--- config.mk ---
export PLATFORM = sky130hd
export DESIGN_NAME = vae_reparam_sampler_flat
export DESIGN_NICKNAME = d
export VERILOG_FILES = /design/src/rtl/vae_fixed_pkg.sv /design/src/rtl/vae_reparam_sampler_if.sv /design/src/rtl/vae_lfsr16.sv /design/src/rtl/vae_reparam_sampler.sv /design/src/flat_wrapper.sv
export SDC_FILE = /design/constraint.sdc
export NUM_CORES = 1
export LEC_CHECK = 0
export BUFFER_PORTS_ARGS = -buffer_cell sky130_fd_sc_hd__buf_2
export CAP_MARGIN = 20
export CELL_PAD_IN_SITES_DETAIL_PLACEMENT = 1
export CELL_PAD_IN_SITES_GLOBAL_PLACEMENT = 1
export CORE_MARGIN = 2
export CORE_UTILIZATION = 50
export CTS_CLUSTER_DIAMETER = 40
export DETAILED_ROUTE_END_ITERATION = 10
export PLACE_DENSITY = 0.82
export SLEW_MARGIN = 20
export SYNTH_ARGS = -nofsm -noshare
export SYNTH_HDL_FRONTEND = slang
export SYNTH_SLANG_ARGS = --single-unit
--- constraint.sdc ---
create_clock -name clk -period 4.7 [get_ports clk]
set_input_delay 1.175 -clock clk [delete_from_list [all_inputs] [get_ports clk]]
set_output_delay 1.175 -clock clk [all_outputs]
set_load 0.05 [all_outputs]
--- src/rtl/vae_fixed_pkg.sv ---
// Shared Q8.8 fixed-point constants and helpers for the VAE latent path.
// Also holds the Galois LFSR tap mask used by vae_lfsr16.
package vae_fixed_pkg;

    localparam int unsigned Q88_W    = 16;
    localparam int unsigned Q88_FRAC = 8;
    localparam int unsigned PROD_W   = 2 * Q88_W;
    localparam int unsigned SUM_W    = Q88_W + 1;
    localparam int unsigned IDX_W    = 4;
    localparam int unsigned LFSR_W   = 16;
    localparam int unsigned EPS_BITS = 10;

    localparam logic signed [Q88_W-1:0] Q88_MAX   = 16'sh7FFF;
    localparam logic signed [Q88_W-1:0] Q88_MIN   = 16'sh8000;
    localparam logic [LFSR_W-1:0]       LFSR_TAPS = 16'hB400;

    // Clamp a wide signed value into the Q8.8 range.
    function automatic logic signed [Q88_W-1:0] sat_q88(input logic signed [PROD_W-1:0] x);
        if (x > PROD_W'(Q88_MAX)) return Q88_MAX;
        if (x < PROD_W'(Q88_MIN)) return Q88_MIN;
        return Q88_W'(x);
    endfunction

    // Q16.16 -> Q8.8 with round-half-up; result still needs saturation.
    function automatic logic signed [PROD_W-1:0] round_q88(input logic signed [PROD_W-1:0] p);
        return (p + 32'sh80) >>> Q88_FRAC;
    endfunction

endpackage

--- src/rtl/vae_reparam_sampler_if.sv ---
// Stream interface of the reparameterisation sampler: latent input and z output.
// eps_in exists only when VAE_SAMPLER_LFSR_EN is undefined.
interface vae_reparam_sampler_if;
    import vae_fixed_pkg::*;

    logic                    in_valid;
    logic                    in_ready;
    logic signed [Q88_W-1:0] mu;
    logic signed [Q88_W-1:0] alfa;
`ifndef VAE_SAMPLER_LFSR_EN
    logic signed [Q88_W-1:0] eps_in;
`endif
    logic                    out_valid;
    logic                    out_ready;
    logic signed [Q88_W-1:0] z;
    logic [IDX_W-1:0]        out_idx;
    logic                    out_last;

`ifdef VAE_SAMPLER_LFSR_EN
    modport master (output in_valid, mu, alfa, out_ready,
                    input  in_ready, out_valid, z, out_idx, out_last);
    modport slave  (input  in_valid, mu, alfa, out_ready,
                    output in_ready, out_valid, z, out_idx, out_last);
`else
    modport master (output in_valid, mu, alfa, eps_in, out_ready,
                    input  in_ready, out_valid, z, out_idx, out_last);
    modport slave  (input  in_valid, mu, alfa, eps_in, out_ready,
                    output in_ready, out_valid, z, out_idx, out_last);
`endif

endinterface

--- src/rtl/vae_lfsr16.sv ---
// 16-bit Galois LFSR noise source; load restores SEED, advance steps once.
module vae_lfsr16
    import vae_fixed_pkg::*;
#(
    parameter logic [LFSR_W-1:0] SEED = 16'hACE1
) (
    input  logic              clk,
    input  logic              rst_n,
    input  logic              load,
    input  logic              advance,
    output logic [LFSR_W-1:0] state
);

    // Load wins over advance so the element accepted alongside a load still sees the old state.
    always_ff @(posedge clk or negedge rst_n) begin
        if (!rst_n) begin
            state <= SEED;
        end else if (load) begin
            state <= SEED;
        end else if (advance) begin
            state <= (state >> 1) ^ (state[0] ? LFSR_TAPS : '0);
        end
    end

endmodule

--- src/rtl/vae_reparam_sampler.sv ---
// Two-stage z = mu + alfa * eps sampler (Q8.8) with element index and end-of-frame tag.
// Build option VAE_SAMPLER_LFSR_EN: eps from internal LFSR instead of the eps_in port.
module vae_reparam_sampler
    import vae_fixed_pkg::*;
#(
    parameter int unsigned       N_ELEM    = 9,
    parameter logic [LFSR_W-1:0] LFSR_SEED = 16'hACE1
) (
    input  logic                  clk,
    input  logic                  rst_n,
    input  logic                  seed_load,
    vae_reparam_sampler_if.slave  io
);

    localparam logic [IDX_W-1:0] LAST_IDX = IDX_W'(N_ELEM - 1);

    logic                     en_c;
    logic                     xfer_c;
    logic signed [Q88_W-1:0]  eps_c;
    logic signed [PROD_W-1:0] prod_c;
    logic signed [Q88_W-1:0]  rnd_c;
    logic signed [SUM_W-1:0]  sum_c;
    logic signed [Q88_W-1:0]  z_c;

    logic [IDX_W-1:0]         cnt;
    logic                     s1_valid;
    logic signed [Q88_W-1:0]  s1_mu;
    logic signed [PROD_W-1:0] s1_prod;
    logic [IDX_W-1:0]         s1_idx;

    assign en_c        = !io.out_valid || io.out_ready;
    assign io.in_ready = en_c;
    assign xfer_c      = io.in_valid && en_c;

`ifdef VAE_SAMPLER_LFSR_EN
    logic [LFSR_W-1:0] lfsr_state;
    logic              unused_lfsr_hi;

    vae_lfsr16 #(.SEED(LFSR_SEED)) u_lfsr (
        .clk     (clk),
        .rst_n   (rst_n),
        .load    (seed_load),
        .advance (xfer_c),
        .state   (lfsr_state)
    );

    // Only the low bits form eps, giving a range of [-2, 2).
    assign eps_c          = {{(Q88_W-EPS_BITS){lfsr_state[EPS_BITS-1]}}, lfsr_state[EPS_BITS-1:0]};
    assign unused_lfsr_hi = ^lfsr_state[LFSR_W-1:EPS_BITS];
`else
    logic unused_seed;

    assign eps_c       = io.eps_in;
    assign unused_seed = ^LFSR_SEED;
`endif

    assign prod_c = PROD_W'(io.alfa) * PROD_W'(eps_c);
    assign rnd_c  = sat_q88(round_q88(s1_prod));
    assign sum_c  = SUM_W'(s1_mu) + SUM_W'(rnd_c);
    assign z_c    = sat_q88(PROD_W'(sum_c));

    // Element counter; seed_load restarts the frame after the current element.
    always_ff @(posedge clk or negedge rst_n) begin
        if (!rst_n) begin
            cnt <= '0;
        end else if (seed_load) begin
            cnt <= '0;
        end else if (xfer_c) begin
            cnt <= (cnt == LAST_IDX) ? '0 : cnt + 1'b1;
        end
    end

    // Stage 1: capture mu, full-precision product and index; data only moves on a transfer.
    always_ff @(posedge clk or negedge rst_n) begin
        if (!rst_n) begin
            s1_valid <= 1'b0;
            s1_mu    <= '0;
            s1_prod  <= '0;
            s1_idx   <= '0;
        end else if (en_c) begin
            s1_valid <= io.in_valid;
            if (io.in_valid) begin
                s1_mu   <= io.mu;
                s1_prod <= prod_c;
                s1_idx  <= cnt;
            end
        end
    end

    // Stage 2: rounded, saturated sum presented downstream.
    always_ff @(posedge clk or negedge rst_n) begin
        if (!rst_n) begin
            io.out_valid <= 1'b0;
            io.z         <= '0;
            io.out_idx   <= '0;
            io.out_last  <= 1'b0;
        end else if (en_c) begin
            io.out_valid <= s1_valid;
            if (s1_valid) begin
                io.z        <= z_c;
                io.out_idx  <= s1_idx;
                io.out_last <= (s1_idx == LAST_IDX);
            end
        end
    end

endmodule
--- src/flat_wrapper.sv ---
// flat-port wrapper written by rule: the top's interface ports become plain ports
module vae_reparam_sampler_flat import vae_fixed_pkg::*;
#(
    parameter int unsigned       N_ELEM    = 9,
    parameter logic [LFSR_W-1:0] LFSR_SEED = 16'hACE1
)
  (clk, rst_n, seed_load, io_in_valid, io_mu, io_alfa, io_eps_in, io_out_ready, io_in_ready, io_out_valid, io_z, io_out_idx, io_out_last);
  vae_reparam_sampler_if io_i ();
  input  logic clk;
  input  logic rst_n;
  input  logic seed_load;
  input wire logic [$bits(io_i.in_valid)-1:0] io_in_valid;
  input wire logic [$bits(io_i.mu)-1:0] io_mu;
  input wire logic [$bits(io_i.alfa)-1:0] io_alfa;
  input wire logic [$bits(io_i.eps_in)-1:0] io_eps_in;
  input wire logic [$bits(io_i.out_ready)-1:0] io_out_ready;
  output wire logic [$bits(io_i.in_ready)-1:0] io_in_ready;
  output wire logic [$bits(io_i.out_valid)-1:0] io_out_valid;
  output wire logic [$bits(io_i.z)-1:0] io_z;
  output wire logic [$bits(io_i.out_idx)-1:0] io_out_idx;
  output wire logic [$bits(io_i.out_last)-1:0] io_out_last;
  assign io_i.in_valid = io_in_valid;
  assign io_i.mu = io_mu;
  assign io_i.alfa = io_alfa;
  assign io_i.eps_in = io_eps_in;
  assign io_i.out_ready = io_out_ready;
  assign io_in_ready = io_i.in_ready;
  assign io_out_valid = io_i.out_valid;
  assign io_z = io_i.z;
  assign io_out_idx = io_i.out_idx;
  assign io_out_last = io_i.out_last;
  vae_reparam_sampler #(.N_ELEM(N_ELEM), .LFSR_SEED(LFSR_SEED)) u_core (.clk(clk), .rst_n(rst_n), .seed_load(seed_load), .io(io_i));
endmodule
# Word level (Yosys, flattened, before mapping)
# Index checks and enable logic that the tools add are counted.
# totals
register_bits,79
out_inout_bits,23
elab_cells,42
# classes
n_addsub,3
n_mul,1
n_lt_le_gt_ge,4
eq_ne,2
mux,17
n_reduce_logical,6
# op_table
operator,count
$mux W16,8
$add A32 B9 Y32 const B,1
$mul A16 B16 Y32,1
$gt A24 B16 Y1 const B,1
$lt A24 B16 Y1 const B,1
$add A16 B16 Y17,1
$gt A17 B16 Y1 const B,1
$lt A17 B16 Y1 const B,1
$mux W4,3
$eq A4 B4 Y1 const B,2
$mux W1,6
$add A4 B1 Y4 const B,1
$reduce_and A2 Y1,2
$reduce_bool A2 Y1,1
$logic_and A1 B1 Y1,1
$logic_not A1 Y1,1
$logic_or A1 B1 Y1,1

# Longest topological paths before layout
# Gate-level depths: netlist of the first run.
# logic_depth
depth_word,12
depth_mapped,22
ltp_nobuf,21

# Least setup slack after synthesis of the first run
# Ideal clock, no wire load.
# synth_path
kind,input to register
startpoint,in io_eps_in[1]
endpoint,reg u_core.s1_prod[29]
arrival_time_ns,7.099
required_time_ns,4.631
setup_slack_ns,-2.468
path_stages,20
path_buffers,2
path_cell_list,clkbuf_1 nand2_1 inv_1 fa_1 fa_1 inv_1 fa_1 inv_1 fa_1 fa_1 fa_1 ha_1 clkbuf_1 a21o_1 a21o_1 a21oi_1 o21ai_0 a221o_1 or4_1 nand3_1
# synth_via
elab_chain_cells,1
# synth_rtl
item,line,source
start: declaration,flat_wrapper.sv:15,input wire logic [$bits(io_i.eps_in)-1:0] io_eps_in;
$mul A16 B16 Y32,vae_reparam_sampler.sv:57,assign prod_c = PROD_W'(io.alfa) * PROD_W'(eps_c);
end signal: assignment,vae_reparam_sampler.sv:84,s1_prod <= prod_c;
end: declaration,vae_reparam_sampler.sv:28,logic signed [PROD_W-1:0] s1_prod;
# No other way between the ends.
# A chain may end at the register's enable or synchronous reset.

# Worst setup path after layout of the first run
# layout_path
startpoint,in io_alfa[0]
endpoint,reg u_core.s1_prod[29]
# layout_via
elab_chain_cells,1
# layout_rtl
item,line,source
start: declaration,flat_wrapper.sv:14,input wire logic [$bits(io_i.alfa)-1:0] io_alfa;
$mul A16 B16 Y32,vae_reparam_sampler.sv:57,
# No other way between the ends.

==> results of run 1 <==
[cell usage in the layout, fill, tap and decap left out, types with 7 or more instances in the layout]
| master | n |
|---|---|
| buf_12 | 9 |
| buf_4 | 193 |
| inv_1 | 276 |
| and2_1 | 96 |
| fa_1 | 254 |
| nand2_2 | 10 |
| buf_6 | 20 |
| a21o_1 | 12 |
| nand4_1 | 7 |
| o21ai_1 | 9 |
| o21a_1 | 9 |
| dfrtp_1 | 71 |
| xnor2_1 | 26 |
| and3_1 | 7 |
| fa_2 | 8 |
| nor3_1 | 12 |
| ha_1 | 85 |
| a21oi_1 | 33 |
| nand2_1 | 250 |
| nor2_1 | 31 |
| clkbuf_16 | 9 |
| nand2b_1 | 19 |
| inv_2 | 13 |
| ha_4 | 10 |
| buf_2 | 51 |
| o21ai_0 | 56 |
| o31ai_1 | 7 |
| nand3_1 | 17 |
| xor2_1 | 18 |
[through the flow]
| stage | utilization | worst slack, ps |
|---|---|---|
| 3_3_place_gp | 0.586 | -2390 |
| 3_5_place_dp | 0.586 | -2620 |
| 5_1_grt | 0.634 | -2700 |
| 2_1_floorplan | - | -2060 |
| 4_1_cts | 0.614 | -2070 |
| 6_report | 0.634 | -2640 |
[cell type report]
type,count,area share
tap,341,0.0250
clock inverter,7,0.00461
antenna,1,0.000146
multi-input combinational,1113,0.660
sequential,72,0.106
inverter,289,0.0635
clock buffer,9,0.0132
timing repair buffer,280,0.128
[repair_timing]
action / CTS / global route
gates cloned: 0 / 5
endpoints found under the setup margin: 41 / 41
resized for setup: 111 / 88
buffers inserted: 12 / 23
pin swaps: 71 / 40
[critical path: cells and delay by family]
kind | cells | cell delay [ps]
and+or+nand+nor | 5 | 1590
buffers and inverters | 5 | 810
adders and majority gates | 7 | 3150
AOI/OAI and AO/OA | 4 | 880
[registers in the layout, summed over array words and instances (netlist names)]
signal and flops:
u_core.cnt 4, u_core.io.out_idx 4, u_core.io.out_last 1, u_core.io.out_valid 1, u_core.io.z 16, u_core.s1_idx 4
u_core.s1_mu 16, u_core.s1_prod 25, u_core.s1_valid 1
[metal layers]
layer	GRT usage	vias to the layer above	part of all wire
li1	-	5202	-
met1	0.387	6816	0.33
met2	0.654	1005	0.49
met3	0.0492	469	0.086
met4	0.204	2	0.097
met5	0	-	0.00024
[logic make-up after synthesis]
| group | share of synthesized area |
|---|---|
| flip-flops | 0.131 |
| AND/OR/NAND/NOR | 0.180 |
| adder cells (fa/ha/maj) | 0.473 |
| multiplexers | 0.00484 |
| XOR/XNOR | 0.0307 |
| buffers and inverters | 0.0947 |
| AO/OA/AOI/OAI | 0.0859 |
[worst max-delay path by stage]
stage / startpoint / endpoint / depth (start not counted) / slack (ps)
2_1_floorplan: io_eps_in[1] / u_core.s1_prod[29] / 22 / -2060
3_3_place_gp: io_eps_in[6] / u_core.s1_prod[29] / 20 / -2390
3_5_place_dp: io_eps_in[2] / u_core.s1_prod[28] / 23 / -2620
4_1_cts: io_eps_in[3] / u_core.s1_prod[29] / 22 / -2070
5_1_grt: io_eps_in[13] / u_core.s1_prod[29] / 22 / -2700
6_report: io_alfa[0] / u_core.s1_prod[29] / 21 / -2640
==> flow_metrics.env, run 1 <==
export IMPL_outcome="finished with violations"
export IMPL_violations="setup timing"
export IMPL_clock_skew_final_ps=14.6
export IMPL_yosysWarnings=0
export IMPL_viasPerCell=6.39
export IMPL_arrival_ps=7620
export IMPL_coreArea_mm2=0.0270
export IMPL_dp_hpwl_um=36000
export IMPL_placedCellCount=2059
export IMPL_synthToLayoutAreaGrowth_pct=24.6
export IMPL_synth_largest_area_cell="fa_1"
export IMPL_dpl_cell_area_mm2=0.0158
export IMPL_ios=76
export IMPL_synth_area_leaders="fa_1 (38%), dfrtp_1 (13%), ha_1 (8.9%), inv_1 (7.9%), nand2_1 (7.2%)"
export IMPL_die_area_mm2=0.0288
export IMPL_antenna_found_initial=2
export IMPL_worstHoldStart="u_core.s1_valid"
export IMPL_synth_common_cells="inv_1 (289), nand2_1 (264), fa_1 (262), and2_1 (101), ha_1 (98)"
export IMPL_root_buffer="clkbuf_16"
export IMPL_slew_headroom=0.273
export IMPL_cp_slowest_cell="fa_1"
export IMPL_synth_top_area_frac=0.383
export IMPL_multi_input_area_mm2=0.0113
export IMPL_die_h_um=170
export IMPL_synth_most_common_cell="inv_1"
export IMPL_drt_iter0_markers=1402
export IMPL_via_count=13494
export IMPL_wire_per_inst_um=29.2
export IMPL_netlist_area_mm2=0.0137
export IMPL_cp_start_kind="input port"
export IMPL_num_rows=60
export IMPL_synthArstFlopShare=1.00
export IMPL_tns_ps=-58660
export IMPL_ff2ff_setup_slack_ps=-590
export IMPL_routabilityCongestion=0.908
export IMPL_layout_nets=2178
export IMPL_finalCriticalPeriod_ps=7340
export IMPL_ys_seq_area_frac=0.131
export IMPL_achievable_frequency_mhz=136
export IMPL_grt_pass1_wl_um=78200
export IMPL_r2r_worst_path_cells=20
export IMPL_drive_gt1_frac=0.242
export IMPL_layout_cells_non_filler=2112
export IMPL_critical_path_max_fanout=4
export IMPL_htreeDepth=3
export IMPL_synth_edf_count=0
export IMPL_synth_distinct_cells=67
export IMPL_rsz0062_at_grt="yes"
export IMPL_seq_area_mm2=0.00180
export IMPL_grt_pass1_vias=14443
export IMPL_drv_cap=0
export IMPL_syn_nets=1941
export IMPL_synth_main_ff_cell="dfrtp_1"
export IMPL_clockBufferDepth=2
export IMPL_hold_viol=0
export IMPL_cts_tree="yes"
export IMPL_start_util=0.509
export IMPL_port_buffers=75
export IMPL_hold_depth=2
export IMPL_avgSynthCellArea_um2=8.97
export IMPL_worst_r2r_endpoint="u_core.io.z[0]"
export IMPL_dieWidth_um=170
export IMPL_setup_viol_count_final=41
export IMPL_fin_hold_ws_ps=474
export IMPL_numCtsBuffers=9
export IMPL_setup_slack_ps=-2640
export IMPL_hold_path_class="reg -> reg"
export IMPL_netlist_instances=1528
export IMPL_grt_max_degree=73
export IMPL_ctsHoldBuffers=0
export IMPL_crit_path_end_kind="register"
export IMPL_slew_violations=0
export IMPL_hold_path_end="u_core.io.out_valid"
export IMPL_dr_pass1_iters=7
export IMPL_path_cells="buf_2 > and2_1 > ha_1 > inv_1 > fa_1 > inv_1 > fa_1 > inv_1 > fa_1 > fa_1 > inv_1 > fa_2 > ha_4 > a21o_1 > nor2_2 > or4b_4 > o21ai_4 > a21oi_2 > a221o_1 > or4_4 > nand3_2"
export IMPL_clkTransAtPathRegs_ps=70
export IMPL_clock_sinks=72
export IMPL_worstSetupPathType="in -> reg"
export IMPL_clk_insertion_delay_late_ps=370
export IMPL_wirelength_um=61600
export IMPL_grt_usage=0.354
export IMPL_drc=0
export IMPL_fin_crit_sh=1.56
export IMPL_ys_ff_latch=72
export IMPL_stdcell_area_mm2=0.0171
export IMPL_required_ps=4990
export IMPL_grt_overflow_total=0
export IMPL_r2r_start="u_core.s1_prod[9]"
export IMPL_postRouteAntennaNets=0
export IMPL_tightest_slew_ps=1090
export IMPL_fillers=3016
export IMPL_slowest_delay_ps=600
Power of run 1 is left out: the tool's default activity adds up to more than one toggle a clock period on the data nets, which glitch-free logic cannot reach.
==> run 2, diff against run 1 <==
ABC_AREA = 1   (was unset)
CORE_UTILIZATION = 48   (was 50)
SLEW_MARGIN = unset   (was 20)
==> run 2 against run 1 <==
The flow still finishes with violations (setup timing). Largest cell class unchanged. Die area increased by 13%. Count of clock-buffer cells in the layout unchanged. Utilization rose by 0.70 points. Non-clock buffer count up 14. Sequential share of layout area decreased by 1.4 points. Register-to-register slack better by 540 ps. Global-route usage increased by 4.2 points. Worst setup slack better by 720 ps. Final area up 15%. Flip-flop and latch count unchanged.
==> flow_metrics.env, run 2 <==
export IMPL_drv_cap=0
export IMPL_hold_depth=2
export IMPL_clkTransAtPathRegs_ps=70
export IMPL_synth_common_cells="nand2_1 (567), inv_1 (467), fa_1 (262), nor2_1 (154), ha_1 (98)"
export IMPL_netlist_area_mm2=0.0149
export IMPL_critPathTopFamily="adder cells"
export IMPL_synth_simple_area_share=0.241
export IMPL_syn_nets=2415
export IMPL_fin_crit_sh=1.41
export IMPL_grt_overflow_total=0
export IMPL_final_common_cell="nand2_1"
export IMPL_routabilityCongestion=0.893
export IMPL_synthMuxAreaShare=0
export IMPL_path_cells="buf_6 > buf_12 > buf_4 > nand2_1 > inv_1 > fa_1 > fa_2 > fa_1 > fa_1 > fa_1 > fa_1 > ha_4 > nand2_4 > nor2_4 > inv_2 > nor3_4 > nand2_1 > o21bai_4 > nand3_1 > nand3_1 > o21ai_1"
export IMPL_synth_xor_area_share=0.0234
export IMPL_r2r_worst_path_cells=24
export IMPL_mostFrequentLayoutCells="nand2_1 (469), inv_1 (405), fa_1 (223)"
export IMPL_clock_sinks=72
export IMPL_cts_tree="yes"
export IMPL_ios=76
export IMPL_critPathBufInv=5
export IMPL_setup_slack_ps=-1910
export IMPL_synth_main_ff_cell="dfrtp_1"
export IMPL_start_util=0.489
export IMPL_synthArstFlopShare=1.00
export IMPL_outcome="finished with violations"
export IMPL_regMostFlops="u_core.s1_prod"
export IMPL_crit_top_cell="fa_1"
export IMPL_critical_path_max_fanout=8
export IMPL_worstHoldStart="u_core.io.out_idx[1]"
export IMPL_die_area_mm2=0.0326
export IMPL_hold_path_end="u_core.io.out_idx[1]"
export IMPL_drc=0
export IMPL_dp_hpwl_um=42300
export IMPL_largestRegisters="u_core.s1_prod x25, u_core.io.z x16, u_core.s1_mu x16"
export IMPL_num_rows=64
export IMPL_antenna_cells=0
export IMPL_largest_reg_flops=25
export IMPL_grt_pass1_wl_um=99100
export IMPL_grt_usage=0.396
export IMPL_r2r_start="u_core.s1_prod[8]"
export IMPL_ys_ff_latch=72
export IMPL_die_h_um=180
export IMPL_postRouteAntennaNets=0
export IMPL_synth_compound_area_share=0.0440
export IMPL_wire_per_inst_um=29.2
export IMPL_finalCriticalPeriod_ps=6610
export IMPL_root_buffer="clkbuf_16"
export IMPL_slew_violations=0
export IMPL_wirelength_um=77200
export IMPL_clk_insertion_delay_late_ps=350
export IMPL_coreArea_mm2=0.0306
export IMPL_clock_skew_final_ps=11.7
export IMPL_tightest_slew_ps=948
export IMPL_layout_nets=2657
export IMPL_hold_path_class="reg -> reg"
export IMPL_crit_path_end_kind="register"
export IMPL_synth_area_leaders="fa_1 (35%), nand2_1 (14%), dfrtp_1 (12%), inv_1 (12%), ha_1 (8.2%)"
export IMPL_numCtsBuffers=9
export IMPL_grt_max_degree=45
export IMPL_synthToLayoutAreaGrowth_pct=31.2
export IMPL_slowest_delay_ps=750
export IMPL_rsz0062_at_grt="yes"
export IMPL_ff2ff_setup_slack_ps=-50
export IMPL_cp_num_cells=21
export IMPL_ctsHoldBuffers=0
export IMPL_achievable_frequency_mhz=151
export IMPL_synth_top_area_frac=0.351
export IMPL_placedCellCount=2569
export IMPL_drive_gt1_frac=0.312
export IMPL_dieWidth_um=180
export IMPL_dr_pass1_iters=7
export IMPL_synth_most_common_cell="nand2_1"
export IMPL_worstSetupPathType="in -> reg"
export IMPL_yosysWarnings=0
export IMPL_port_buffers=75
export IMPL_synth_top_family_by_area="adder cells"
export IMPL_via_count=16376
export IMPL_worst_r2r_endpoint="u_core.io.z[12]"
export IMPL_synthAdderAreaFrac=0.433
export IMPL_slew_headroom=0.368
export IMPL_cp_start_kind="input port"
export IMPL_setup_viol_count_final=29
export IMPL_htreeDepth=3
export IMPL_arrival_ps=6840
export IMPL_synth_distinct_cells=44
export IMPL_grt_pass1_vias=17684
export IMPL_violations="setup timing"
export IMPL_antenna_found_initial=0
export IMPL_ys_seq_area_frac=0.121
export IMPL_layout_cells_non_filler=2645
export IMPL_avgSynthCellArea_um2=7.46
export IMPL_clockBufferDepth=2
export IMPL_required_ps=4930
export IMPL_synth_edf_count=0
export IMPL_netlist_instances=2002
export IMPL_hold_viol=0
export IMPL_viasPerCell=6.19
export IMPL_cp_slowest_cell="fa_2"
export IMPL_synth_largest_area_cell="fa_1"
export IMPL_drt_iter0_markers=1756
-- run 2: repair_timing --
item                       in CTS  in global routing
hold endpoints to repair        0                  0
pin swaps                     150                101
buffers inserted               38                 22
cloned                          2                  0
gates resized for setup       283                154
setup endpoints to repair      25                 40
-- run 2: layer usage --
| layer | wire length, um | share of wire | up-vias | GRT usage |
|---|---|---|---|---|
| met5 | 0 | 0 | - | 0 |
| met4 | 9020 | 0.12 | 0 | 0.245 |
| met3 | 7100 | 0.092 | 688 | 0.0730 |
| met2 | 35500 | 0.46 | 1362 | 0.693 |
| met1 | 25600 | 0.33 | 8001 | 0.447 |
| li1 | - | - | 6325 | - |
-- run 2: layout make-up --
| class | instances | area, um2 |
|---|---|---|
| repair inverters | 1 | 6.26 |
| clock inverters | 7 | 62.6 |
| clock buffers | 9 | 225 |
| fillers | 3659 | 11000 |
| inverters | 475 | 1810 |
| repair buffers | 294 | 2500 |
| multi-input cells | 1391 | 12700 |
| flip-flops and latches | 72 | 1800 |
| well taps | 396 | 495 |
-- run 2: cell families (layout without fill, tap and decap cells) --
logic type	after synthesis	in the layout
simple gates	869	869
xor+xnor	40	40
flops	72	72
buf+inv	539	786
fa+ha+maj	360	360
compound gates	122	122
-- run 2: metrics by stage --
step           area [um2]  setup TNS [ps]  worst slack, ps   util  hold slack, ps
3_3_place_gp        17400          -36980            -1740  0.568             441
6_report            19600          -38770            -1910  0.641             470
5_1_grt             19600          -42310            -1860  0.641             522
4_1_cts             18900          -25870            -1200  0.618             478
3_5_place_dp        17400          -41440            -1960  0.568             460
2_1_floorplan       15900          -24670            -1360      -             431
-- run 2: how the worst max path moves through the flow --
stage,from,end,slack (ps)
finish,io_eps_in[12],u_core.s1_prod[28],-1910
floorplan,io_eps_in[3],u_core.s1_prod[28],-1360
CTS,io_alfa[15],u_core.s1_prod[30],-1200
detailed placement,io_eps_in[15],u_core.s1_prod[30],-1960
global placement,io_alfa[7],u_core.s1_prod[14],-1740
global route,io_eps_in[9],u_core.s1_prod[28],-1860
-- run 2: worst register-to-register path, delay by kind of cell, from the launching register on --
kind / cells / cell delay (ps)
simple gates: 14 / 1970
compound gates: 1 / 280
buf+inv: 5 / 670
xor+xnor: 1 / 180
fa+ha+maj: 3 / 1040
flops: 1 / 510
Power of run 2 is left out for the same reason.
